### config.mk
export PLATFORM = sky130hd
export DESIGN_NAME = ysyx_23060208_pc_ctrl
export DESIGN_NICKNAME = d
export VERILOG_FILES = /design/src/rtl/ysyx_23060208_pc_ctrl.sv
export SDC_FILE = /design/constraint.sdc
export NUM_CORES = 1
export LEC_CHECK = 0
export ABC_AREA = 1
export ABC_CLOCK_PERIOD_IN_PS = 3900
export CAP_MARGIN = 20
export CORE_MARGIN = 2
export CORE_UTILIZATION = 44
export DETAILED_ROUTE_END_ITERATION = 16
export PLACE_DENSITY = 0.73
export SYNTH_ARGS = -nofsm -noshare
export SYNTH_HDL_FRONTEND = slang
export SYNTH_SLANG_ARGS = --single-unit
### constraint.sdc
create_clock -name clock -period 3.9 [get_ports clock]
set_input_delay 0.585 -clock clock [delete_from_list [all_inputs] [get_ports clock]]
set_output_delay 0.585 -clock clock [all_outputs]
set_load 0.02 [all_outputs]
### src/rtl/ysyx_23060208_pc_ctrl.sv
`default_nettype none
// ============================================================================
// Module   : ysyx_23060208_pc_ctrl
// Function : Instruction-fetch PC controller. Issues one read per PC on an
//            AXI-lite style read channel and hands each fetched word to decode
//            through a valid/ready pair, with branch/trap redirect support.
// Revision : 1.0  initial release
// ============================================================================
module ysyx_23060208_pc_ctrl #(
    parameter int unsigned           DATA_WIDTH = 32,
    parameter logic [DATA_WIDTH-1:0] RESET_PC   = DATA_WIDTH'(32'h2000_0000)
) (
    input  logic                  clock,
    input  logic                  reset,
    // read address channel
    output logic                  arvalid,
    output logic [DATA_WIDTH-1:0] araddr,
    input  logic                  arready,
    // read data channel
    input  logic                  rvalid,
    input  logic [DATA_WIDTH-1:0] rdata,
    input  logic [1:0]            rresp,
    output logic                  rready,
    // decode handoff
    output logic                  inst_valid,
    output logic [DATA_WIDTH-1:0] inst,
    output logic [DATA_WIDTH-1:0] inst_pc,
    input  logic                  inst_ready,
    // control flow
    input  logic                  redirect_valid,
    input  logic [DATA_WIDTH-1:0] redirect_pc,
    output logic                  fetch_err,
    output logic [DATA_WIDTH-1:0] pc
);

    typedef enum logic [2:0] {
        ST_IDLE = 3'd0,
        ST_ADDR = 3'd1,
        ST_DATA = 3'd2,
        ST_HOLD = 3'd3,
        ST_HALT = 3'd4
    } state_e;

    state_e                  state_q;
    logic [DATA_WIDTH-1:0]   pc_q;
    logic [DATA_WIDTH-1:0]   pending_q;
    logic [DATA_WIDTH-1:0]   inst_q;
    logic [DATA_WIDTH-1:0]   inst_pc_q;
    logic                    flush_q;
    logic                    arvalid_q;
    logic                    rready_q;
    logic                    inst_valid_q;
    logic                    fetch_err_q;

    logic [DATA_WIDTH-1:0]   w_redir_tgt;
    logic [DATA_WIDTH-1:0]   w_pc_seq;

    // All PCs are word aligned, so the two low bits of a redirect are dropped.
    assign w_redir_tgt = {redirect_pc[DATA_WIDTH-1:2], 2'b00};
    assign w_pc_seq    = pc_q + DATA_WIDTH'(4);

    always_ff @(posedge clock or posedge reset) begin
        if (reset) begin
            state_q      <= ST_IDLE;
            pc_q         <= RESET_PC;
            pending_q    <= '0;
            inst_q       <= '0;
            inst_pc_q    <= '0;
            flush_q      <= 1'b0;
            arvalid_q    <= 1'b0;
            rready_q     <= 1'b0;
            inst_valid_q <= 1'b0;
            fetch_err_q  <= 1'b0;
        end else begin
            fetch_err_q <= 1'b0;
            unique case (state_q)
                ST_IDLE: begin
                    if (redirect_valid) begin
                        pc_q <= w_redir_tgt;
                    end
                    arvalid_q <= 1'b1;
                    state_q   <= ST_ADDR;
                end

                ST_ADDR: begin
                    // The address already on the bus stays put; the redirect
                    // is remembered and applied once its data returns.
                    if (redirect_valid) begin
                        flush_q   <= 1'b1;
                        pending_q <= w_redir_tgt;
                    end
                    if (arready) begin
                        arvalid_q <= 1'b0;
                        rready_q  <= 1'b1;
                        state_q   <= ST_DATA;
                    end
                end

                ST_DATA: begin
                    if (rvalid) begin
                        rready_q <= 1'b0;
                        if (redirect_valid || flush_q) begin
                            pc_q      <= redirect_valid ? w_redir_tgt : pending_q;
                            flush_q   <= 1'b0;
                            arvalid_q <= 1'b1;
                            state_q   <= ST_ADDR;
                        end else if (rresp == 2'b00) begin
                            inst_q       <= rdata;
                            inst_pc_q    <= pc_q;
                            inst_valid_q <= 1'b1;
                            state_q      <= ST_HOLD;
                        end else begin
                            fetch_err_q <= 1'b1;
                            state_q     <= ST_HALT;
                        end
                    end else if (redirect_valid) begin
                        flush_q   <= 1'b1;
                        pending_q <= w_redir_tgt;
                    end
                end

                ST_HOLD: begin
                    // A redirect takes priority over a simultaneous consume.
                    if (redirect_valid || inst_ready) begin
                        pc_q         <= redirect_valid ? w_redir_tgt : w_pc_seq;
                        inst_valid_q <= 1'b0;
                        arvalid_q    <= 1'b1;
                        state_q      <= ST_ADDR;
                    end
                end

                ST_HALT: begin
                    state_q <= ST_HALT;
                end

                default: begin
                    arvalid_q    <= 1'b0;
                    rready_q     <= 1'b0;
                    inst_valid_q <= 1'b0;
                    flush_q      <= 1'b0;
                    state_q      <= ST_IDLE;
                end
            endcase
        end
    end

    assign arvalid    = arvalid_q;
    assign araddr     = pc_q;
    assign rready     = rready_q;
    assign inst_valid = inst_valid_q;
    assign inst       = inst_q;
    assign inst_pc    = inst_pc_q;
    assign fetch_err  = fetch_err_q;
    assign pc         = pc_q;

endmodule
`default_nettype wire

==> reports/results.ini <==
[worst_setup_path]
crit_slowest_cell=dfrtp_1
reg2reg_to=araddr[1]
r2r_cells=12
crit_path_end_kind=flip-flop
cp-start-kind=flip-flop
critPathKind=flip-flop to flip-flop
timing.rr.start=state_q[2]
required_ns=4.20
reg2reg_setup_slack_ns=1.50
crit_chain=inv_2, nand2_1, nor2_2, buf_4, nand2_1, nand2_1, nor2_1, nand2_1, buf_4, a21oi_2, nand4_1, o21ai_0
cp_max_fo=29
path_common_cell=nand2_1
cpPeakStageDelay_ns=0.43
arrival_ns=2.70

[synth]
synth_seq_area_share=0.470
async_flop_share=1.00
ys.flop_type=dfrtp_1
synth_warnings=0
yosys-top-cells-area=dfrtp_1 (47%), nand2_1 (18%), o21ai_0 (5.0%)
avgSynthCellArea_sq_um=7.35
synth_edf_count=0
netlist.top_cell.by_area=dfrtp_1
syn_inst=986
synth_nets=1059
yosysMostFrequentCell=nand2_1
synth_commonest_cells=nand2_1 (343), dfrtp_1 (135), nor2_1 (95)
synth_cell_types=31
ys_seq_elements=136
synth_top_area_frac=0.466
syn_area_sq_um=7240

[clocking]
cts_hold_buf=0
cts_sinks=136
clkSlewWorstSetupHoldPaths_ns=0.06
clk_latency_ns=0.43
root_buffer=clkbuf_16
post_cts_buffers=0
cts_resized=0
cts_tree=yes
numCtsBuffers=17
h-tree-depth=4
clk_path_buf_depth=2

[final_layout]
syn2layout_area_growth_pct=34.8
postLayoutCoreUtil=0.610
nFillCells=1511
drive_above_1_share=0.0521
multiInputGateArea_sq_um=3110
nets=1211
ff_latch_area_sq_um=3400
antenna_cells=0

[route]
dr.pass1.iters=5
vias_per_cell=5.20
avgRoutedWirePerCell_microns=16.5
remaining_drc_errors=0
drt_iter0_markers=681
ant_nets=0
dr_total_vias=7107
wirelength_microns=22500

[sta]
clock_skew_ns=0.00684
tns_ns=0
holdWs_ns=0.469
tightest_slew_ns=0.808
post-route-period-util=0.616
setup_viol=0
fin_ws_ns=1.50
hold_violations=0
fmax_ghz=0.416
rsz0062_at_grt=no
relSlewSlack=0.460
slew_viol_final=0
min_period_ns=2.40

[pwr]
p_leak_nw=4.63
p_per_area_nw_per_um2=854
ir_worst_vdd_v=0.000472
total_power_mw=8.34

[floorplanning]
core_area_sq_um=16000
initial_core_util=0.453
die_x_microns=132
die_area_sq_um=17500
dieHeight_microns=132
rows=46
pin_count=204

[placed_design]
place_congestion=0.896
dp_slack_ns=1.25
io_buffers=201
dp_hpwl_microns=15900

[global_route]
grt_use_total=0.257
grt_pass1_vias=6421
antenna_found_initial=0
grt_pass1_wl_microns=35400
grt_max_degree=59
grt_overflow=0

[hold_path]
hp-start=inst[25]
hold_path_depth=2
hold-path-endpoint=inst[25]
worstHoldPathType=flip-flop to flip-flop

[flow_run]
maxCapViolCount=0

[status]
status=finished clean

-- final cells by class --
type                            count  share of cell area
Timing Repair Buffer              214               0.217
Clock buffer                       17              0.0436
Inverter                           76              0.0296
Sequential cell                   136               0.349
Clock inverter                     15              0.0150
Multi-Input combinational cell    693               0.319
Tap cell                          216              0.0277
-- where the power goes --
group | internal, mW | total [mW] | switching (mW)
clock | 0.888 | 1.55 | 0.664
combinational | 1.70 | 4.19 | 2.50
sequential | 1.99 | 2.59 | 0.600
-- per-layer routing --
metal	wire, microns	GRT usage
met1	9940	0.365
met2	10300	0.402
met3	1820	0.0469
met4	394	0.0812
met5	0	0
-- worst max-delay path, delay by kind of cell (launching register included) --
family | cells | cell delay [ns]
flip-flops | 1 | 0.43
buffers and inverters | 3 | 0.82
AO/OA/AOI/OAI | 2 | 0.19
AND/OR/NAND/NOR | 7 | 0.81
-- logic make-up after synthesis --
family                     synth area share
DFF                                   0.470
and+or+nand+nor                       0.279
xor gates and xnor gates            0.00967
buffers and inverters                 0.101
AOI/OAI and AO/OA                     0.139
adders and majority gates           0.00173
-- sequential cells by signal, summed over array words and instances, names as in the netlist --
name        cells
araddr         32
rready          1
state_q         3
flush_q         1
arvalid         1
inst_pc        32
pending_q      32
inst           32
fetch_err       1
inst_valid      1
-- worst max-delay path by stage --
| stage | startpoint | end | depth (start not counted) | slack [ns] |
|---|---|---|---|---|
| floorplan | reset | araddr[0] | 1 | 1.62 |
| global placement | rvalid | state_q[0] | 10 | 1.29 |
| detailed placement | rresp[1] | inst_pc[22] | 8 | 1.25 |
| CTS | state_q[2] | state_q[0] | 11 | 1.50 |
| global route | state_q[2] | state_q[0] | 11 | 1.21 |
| finish | state_q[2] | araddr[1] | 12 | 1.50 |
-- through the flow --
| step | std cells | instance area, sq um |
|---|---|---|
| 5_1_grt | 1367 | 9760 |
| 2_1_floorplan | 986 | 7250 |
| 3_5_place_dp | 1335 | 9190 |
| 6_report | 1367 | 9760 |
| 3_3_place_gp | 1335 | 9190 |
| 4_1_cts | 1367 | 9760 |
-- layout by cell type (no fill, tap or decap), types with 2 or more instances in the layout --
| cell type | instances |
|---|---|
| buf_4 | 12 |
| dfrtp_1 | 135 |
| a22o_1 | 19 |
| clkbuf_16 | 17 |
| nor2_1 | 95 |
| a221oi_1 | 2 |
| a31oi_1 | 4 |
| a21oi_2 | 2 |
| and2_1 | 3 |
| o22ai_1 | 3 |
| inv_6 | 3 |
| nor2_2 | 2 |
| clkinv_4 | 5 |
| nand2_1 | 342 |
| o21a_1 | 2 |
| o21ai_1 | 26 |
| nand4_1 | 2 |
| nand3_1 | 61 |
| inv_1 | 69 |
| xor2_1 | 8 |
| inv_2 | 6 |
| a21oi_1 | 37 |
| clkinvlp_4 | 5 |
| o21ai_0 | 72 |
| clkdlybuf4s50_1 | 200 |
| a22oi_1 | 6 |
Power figures use the tool's default switching activity.
